## src/rtl/gate_tt_sequencer.sv

```systemverilog
// Self-test sequencer for a 2-input combinational gate: sweeps a/b through 00..11,
// captures c after a programmable settle time and compares against an expected table.
module gate_tt_sequencer #(
  parameter int unsigned SETTLE_CYCLES = 2
) (
  input  logic       clk,
  input  logic       rst_n,
  input  logic       start,
  input  logic       abort,
  input  logic [3:0] exp_tt,
  input  logic       c,
  output logic       a,
  output logic       b,
  output logic       busy,
  output logic       done,
  output logic       pass,
  output logic [3:0] result_tt,
  output logic [3:0] mismatch,
  output logic       aborted
);

  localparam int unsigned CNT_W = 8;
  localparam logic [CNT_W-1:0] CNT_LAST = CNT_W'(SETTLE_CYCLES - 1);

  if (SETTLE_CYCLES < 1 || SETTLE_CYCLES > 255) begin : g_bad_settle
    $error("gate_tt_sequencer: SETTLE_CYCLES must be in 1..255");
  end

  typedef enum logic [1:0] {
    ST_IDLE,
    ST_SETTLE,
    ST_DONE
  } state_t;

  state_t           state, state_nxt;
  logic [1:0]       vec, vec_nxt, vec_inc;
  logic [CNT_W-1:0] cnt, cnt_nxt;
  logic [3:0]       tt, tt_nxt;
  logic [3:0]       exp_q, exp_nxt;
  logic             a_nxt, b_nxt, busy_nxt, done_nxt, pass_nxt, aborted_nxt;
  logic [3:0]       result_nxt, mismatch_nxt;

  // State and registered outputs
  always_ff @(posedge clk) begin
    if (!rst_n) begin
      state     <= ST_IDLE;
      vec       <= '0;
      cnt       <= '0;
      tt        <= '0;
      exp_q     <= '0;
      a         <= 1'b0;
      b         <= 1'b0;
      busy      <= 1'b0;
      done      <= 1'b0;
      pass      <= 1'b0;
      result_tt <= '0;
      mismatch  <= '0;
      aborted   <= 1'b0;
    end else begin
      state     <= state_nxt;
      vec       <= vec_nxt;
      cnt       <= cnt_nxt;
      tt        <= tt_nxt;
      exp_q     <= exp_nxt;
      a         <= a_nxt;
      b         <= b_nxt;
      busy      <= busy_nxt;
      done      <= done_nxt;
      pass      <= pass_nxt;
      result_tt <= result_nxt;
      mismatch  <= mismatch_nxt;
      aborted   <= aborted_nxt;
    end
  end

  assign vec_inc = vec + 2'd1;

  // Next-state and next-output logic; outputs change on the same edge as the state
  always_comb begin
    state_nxt    = state;
    vec_nxt      = vec;
    cnt_nxt      = cnt;
    tt_nxt       = tt;
    exp_nxt      = exp_q;
    a_nxt        = a;
    b_nxt        = b;
    busy_nxt     = busy;
    done_nxt     = 1'b0;
    aborted_nxt  = 1'b0;
    pass_nxt     = pass;
    result_nxt   = result_tt;
    mismatch_nxt = mismatch;

    case (state)
      ST_IDLE: begin
        a_nxt    = 1'b0;
        b_nxt    = 1'b0;
        busy_nxt = 1'b0;
        if (start && !abort) begin
          exp_nxt   = exp_tt;
          tt_nxt    = '0;
          vec_nxt   = '0;
          cnt_nxt   = '0;
          busy_nxt  = 1'b1;
          state_nxt = ST_SETTLE;
        end
      end

      ST_SETTLE: begin
        if (abort) begin
          state_nxt   = ST_IDLE;
          a_nxt       = 1'b0;
          b_nxt       = 1'b0;
          busy_nxt    = 1'b0;
          aborted_nxt = 1'b1;
          vec_nxt     = '0;
          cnt_nxt     = '0;
          tt_nxt      = '0;
        end else if (cnt == CNT_LAST) begin
          tt_nxt[vec] = c;
          cnt_nxt     = '0;
          if (vec == 2'd3) begin
            state_nxt = ST_DONE;
            a_nxt     = 1'b0;
            b_nxt     = 1'b0;
            busy_nxt  = 1'b0;
            done_nxt  = 1'b1;
          end else begin
            vec_nxt = vec_inc;
            a_nxt   = vec_inc[1];
            b_nxt   = vec_inc[0];
          end
        end else begin
          cnt_nxt = cnt + CNT_W'(1);
        end
      end

      ST_DONE: begin
        a_nxt        = 1'b0;
        b_nxt        = 1'b0;
        busy_nxt     = 1'b0;
        result_nxt   = tt;
        mismatch_nxt = tt ^ exp_q;
        pass_nxt     = (tt == exp_q);
        state_nxt    = ST_IDLE;
      end

      default: begin
        state_nxt = ST_IDLE;
        a_nxt     = 1'b0;
        b_nxt     = 1'b0;
        busy_nxt  = 1'b0;
      end
    endcase
  end

endmodule

```

## config.mk

```make
export PLATFORM = sky130hd
export DESIGN_NAME = gate_tt_sequencer
export DESIGN_NICKNAME = d
export VERILOG_FILES = /design/src/rtl/gate_tt_sequencer.sv
export SDC_FILE = /design/constraint.sdc
export NUM_CORES = 1
export LEC_CHECK = 0
export ABC_AREA = 1
export CORE_ASPECT_RATIO = 0.8
export CORE_MARGIN = 3
export CORE_UTILIZATION = 53
export CTS_CLUSTER_DIAMETER = 40
export DETAILED_ROUTE_END_ITERATION = 10
export PLACE_DENSITY = 0.86
export RECOVER_POWER = 100
export SYNTH_ARGS = -nofsm -noshare
export SYNTH_HDL_FRONTEND = slang
export SYNTH_SLANG_ARGS = --single-unit
```

## constraint.sdc

```tcl
create_clock -name clk -period 1.45 [get_ports clk]
set_input_delay 0.29 -clock clk [delete_from_list [all_inputs] [get_ports clk]]
set_output_delay 0.29 -clock clk [all_outputs]
set_load 0.01 [all_outputs]
```

After elaboration in Yosys (flattened, before gate mapping)
Index checks and enable logic that the tools add are counted.
{"block": "op_classes", "n_addsub": 2, "mul": 0, "div": 0, "order_cmp": 2, "n_eq_ne": 9, "shifts": 0, "n_mux": 30, "n_bitwise": 4, "reduce_logical": 14}
{"cell": "$mux W8", "count": 3}
{"cell": "$mux W2", "count": 8}
{"cell": "$pmux W8 S2", "count": 1}
{"cell": "$mux W4", "count": 3}
{"cell": "$mux W1", "count": 9}
{"cell": "$ne A3 B3 Y1 const B", "count": 3}
{"cell": "$add A8 B1 Y8 const B", "count": 1}
{"cell": "$eq A8 B1 Y1 const B", "count": 1}
{"cell": "$pmux W2 S2", "count": 2}
{"cell": "$pmux W4 S2", "count": 1}
{"cell": "$reduce_and A2 Y1", "count": 4}
{"cell": "$reduce_and A3 Y1", "count": 2}
{"cell": "$bwmux W4", "count": 1}
{"cell": "$eq A2 B2 Y1 const B", "count": 2}
{"cell": "$eq A4 B4 Y1", "count": 1}
{"cell": "$reduce_and A4 Y1", "count": 1}
{"cell": "$reduce_or A4 Y1", "count": 1}
{"cell": "$xor A4 B4 Y4", "count": 1}
{"cell": "$lt A2 B3 Y1 const B", "count": 1}
{"cell": "$not A1 Y1", "count": 3}
{"cell": "$reduce_or A3 Y1", "count": 1}
{"cell": "$add A2 B1 Y2 const B", "count": 1}
{"cell": "$demux W1 S2", "count": 1}
{"cell": "$eq A2 B1 Y1 const B", "count": 1}
{"cell": "other kinds (7)", "count": 8}
{"block": "word_totals", "reg_bits": 34, "latch_bits": 0, "mem_bits_rw": 0, "romBits": 0, "in_bits": 9, "output_inout_bits": 14, "wordCells": 74, "memories": 0}

Logic depth before layout (Yosys ltp)
{"block": "logic_depth", "depth_word": 8, "ltp_mapped": 10, "ltp_nobuf": 10}

Worst setup path before layout
Ideal clock, no wire load.
{"block": "synth_path", "path_type": "register to register", "start": "reg cnt[0]", "end": "reg cnt[2]", "setup_time_ps": 115, "arrival_ps": 1135, "required_ps": 1335, "slack_ps": 200, "path_stages_with_launch": 9, "n_path_buf": 0, "period_less_slack_ps": 1250, "cell_sequence": "dfxtp_1 > ha_1 > nand2_1 > nor2_1 > nand2_2 > nand2_4 > inv_2 > o21ai_2 > nor2_1"}
{"block": "synth_via", "elab_chain_len": 4, "word_cells_on_any_way": 5, "cone_classes": "add/sub: 1; eq/ne: 1; mux: 3"}
{"item": "start, declared", "line": "37", "source": "logic [CNT_W-1:0] cnt, cnt_nxt;"}
{"item": "start signal, assigned", "line": "62", "source": "cnt <= cnt_nxt;"}
{"item": "$add A8 B1 Y8 / $eq A8 B1 Y1 (equally long branches)", "line": "134, 119"}
{"item": "$mux W8 (*)", "line": "119", "source": "end else if (cnt == CNT_LAST) begin"}
{"item": "$mux W8 (*)", "line": "110", "source": "if (abort) begin"}
{"item": "$pmux W8 S2 (*)", "line": "94", "source": "case (state)"}
Mark *: on every way between the ends. The rest lies on a longest branch, timed or not.
A chain may end at the register's enable or synchronous reset.

Worst setup path after layout
{"block": "layout_path", "start": "reg cnt[1]", "end": "reg tt[3]"}
{"block": "layout_via", "elab_chain_len": 3}
{"item": "$eq A8 B1 Y1", "line": "119"}
{"item": "$ne A3 B3 Y1 (no source line)"}
{"item": "$reduce_and A3 Y1 (no source line)"}
{"item": "end signal, assigned", "line": "63", "source": "tt <= tt_nxt;"}
{"item": "end, declared", "line": "38", "source": "logic [3:0] tt, tt_nxt;"}
Every way passes these cells.

==> out/results.ini <==
[run_status]
status = complete, no violations

[clock_network]
insertion_delay_ns = 0.30
cts_root_buffer = clkbuf_8
clk_path_buf_depth = 2
cts_buffers = 5
path_clk_slew_ns = 0.07
tritoncts = done
htree_num_levels = 2
cts_hold_buf = 0
cts_sinks = 34

[pwr]
intPower_mw = 1.43
vdd_drop_max_v = 0.000817
comb_power_share_pct = 11.3
p_sw_mw = 0.486
seqPwrFrac_pct = 50.6
p_leak_nw = 0.854
p_total_mw = 1.92
switching_share_pct = 25.4
clock_power_share_pct = 38.1
powerDensity_nw_per_um2 = 956

[yosys]
synth_edf_count = 0
yosysMostFrequentCell = nand2_1
syn_nets = 227
yosysTopAreaCell = dfxtp_1
syn_area_um2 = 1580
synth_area_leaders = dfxtp_1, nand2_1, nor2_1
synth-main-ff-cell = dfxtp_1
ys_ff_latch = 34
yosysWarnings = 0
ys_seq_area_share_pct = 43.0
syn_inst = 212
ys_types = 26
synthTopCellsByCount = nand2_1, dfxtp_1, nor2_1
yosys.area.top_type_share_pct = 43.0
synth-async-reset-ratio_pct = 0
avgSynthCellArea_um2 = 7.47

[timing]
slew_headroom_pct = 72.7
setup_viol = 0
skew_ns = 0.00751
rsz0062_at_grt = yes
timing.fmax_mhz = 731
report.final.slew_viol_count = 0
final.min_clock_period_ns = 1.37
fin_crit_sh_pct = 94.3
whs_ns = 0.471
hold_violations = 0
tightest_slew_ns = 0.410

[drt]
detail_route.wl_per_cell_um = 12.5
finalWirelength_um = 3570
routed_via_density = 5.14
ant_nets = 0
first_pass_iters = 4
vias = 1469
drc_errors = 0
drt_iter0_drc = 82

[global_route]
grt-ovfl-total = 0
grt_pass1_vias = 1210
grt_usage_pct = 21.2
antenna_found_initial = 0
grt_pass1_wl_um = 5550
grt_start_max_net_pins = 22

[job]
maxCapViolCount = 0

[die]
die_w_um = 67.1
ioPinCount = 23
core_um2 = 2810
die_y_um = 54.9
start_util_pct = 56.4
dieArea_um2 = 3680
rows = 17

[setup_path]
arrival_ns = 1.56
cp-start-kind = flop
r2r-start = cnt[1]
cp_max_fo = 4
worst-setup-path-type = reg -> reg
r2r_slack_ns = 0.08
critPathLaunch = cnt[1]
cp_data_required_time_ns = 1.64
cp-end-kind = flop

[final_layout]
drive_gt1_share_pct = 12.1
area_growth_pct = 26.6
fin_nets = 262
antennaDiodeCount = 0
fin_cells = 286
final_util_pct = 71.4

[hold_path]
hp-start = pass
hp-class = reg -> reg

[placed_design]
dp_hpwl_um = 2480
dpl.cell_count = 277
place_congestion = 0.951
numPortBuffers = 22

flip-flops by register name (all words and copies together), names as in the netlist:
| name | flops |
|---|---|
| a | 1 |
| aborted | 1 |
| b | 1 |
| busy | 1 |
| cnt | 8 |
| done | 1 |
| exp_q | 4 |
| mismatch | 4 |
| pass | 1 |
| result_tt | 4 |
| state | 2 |
| tt | 4 |
| vec | 2 |
layout by cell type (no fill, tap or decap), types with 2 or more instances in the layout:
| cell | synthesis | final |
|---|---|---|
| a21oi_1 | 18 | 17 |
| buf_4 | 0 | 7 |
| clkbuf_8 | 0 | 6 |
| clkdlybuf4s25_1 | 0 | 4 |
| clkdlybuf4s50_1 | 0 | 7 |
| dfxtp_1 | 34 | 34 |
| dlygate4sd2_1 | 0 | 10 |
| ha_1 | 6 | 6 |
| inv_1 | 25 | 25 |
| inv_2 | 3 | 3 |
| nand2_1 | 35 | 35 |
| nand2_2 | 3 | 3 |
| nand2_4 | 2 | 3 |
| nand3_1 | 15 | 15 |
| nand4_1 | 5 | 5 |
| nor2_1 | 27 | 26 |
| nor2_4 | 1 | 2 |
| nor3_1 | 3 | 3 |
| o21ai_0 | 16 | 16 |
| o21ai_1 | 2 | 2 |
| xnor2_1 | 3 | 3 |
| xor2_1 | 4 | 4 |
worst max-delay path, cell delays in order, from the launching register on:
cell,delay (ns)
dfxtp_1,0.37
inv_1,0.08
ha_1,0.17
nand2_1,0.12
nor2_4,0.06
nand3_1,0.14
nand2_1,0.11
a21oi_1,0.16
nor2_1,0.06
per-layer routing:
| layer | track usage (%) | vias up | share of wire, % |
|---|---|---|---|
| met5 | 0 | - | 0 |
| met4 | 8.08 | 0 | 1.5 |
| met3 | 7.88 | 6 | 6.6 |
| met1 | 29.3 | 677 | 48 |
| li1 | - | 749 | - |
| met2 | 30.0 | 37 | 44 |
power by group through the flow:
stage / registers, mW / logic, mW / clock network [mW]
3_3_place_gp: 0.990 / 0.205 / 0
6_report: 0.970 / 0.217 / 0.730
4_1_cts: 0.970 / 0.212 / 0.744
3_5_place_dp: 0.991 / 0.211 / 0
2_1_floorplan: 0.989 / 0.126 / 0
5_1_grt: 0.971 / 0.245 / 0.788
metrics by stage:
stage                     setup slack (ns)  area, um^2  TNS [ns]
after global routing               -0.0331        2010   -0.0641
after detailed placement            -0.136        1910     -1.27
after global placement             -0.0928        1910    -0.839
final                               0.0829        2010         0
after CTS                         0.000818        1990         0
after floorplan                      0.200        1580         0
layout make-up:
class,count,area [um^2]
flip-flops and latches,34,681
multi-input cells,146,792
fillers,253,802
clock inverters,1,5.00
well taps,38,47.5
repair buffers,31,285
clock buffers,7,86.3
inverters,29,109
path summary, 6_finish.rpt:
path,end,cells after the start
max,tt[3],8
min,pass,2
max reg2reg,tt[3],8
min reg2reg,pass,2
repair_timing:
action,CTS,global route
pin swaps,0,2
endpoints found under the setup margin,10,17
resized for setup,10,8
cloned,0,1
buffers inserted,0,0
cell families (layout without fill, tap and decap cells):
kind of cell	Yosys count	after routing	share of synthesized area, %
and+or+nand+nor	93	94	27.2
DFF	34	34	43.0
adders and majority gates	6	6	4.74
buffers and inverters	33	68	8.45
xor gates and xnor gates	7	7	3.87
AOI/OAI and AO/OA	39	39	12.8
Power figures use the tool's default switching activity.
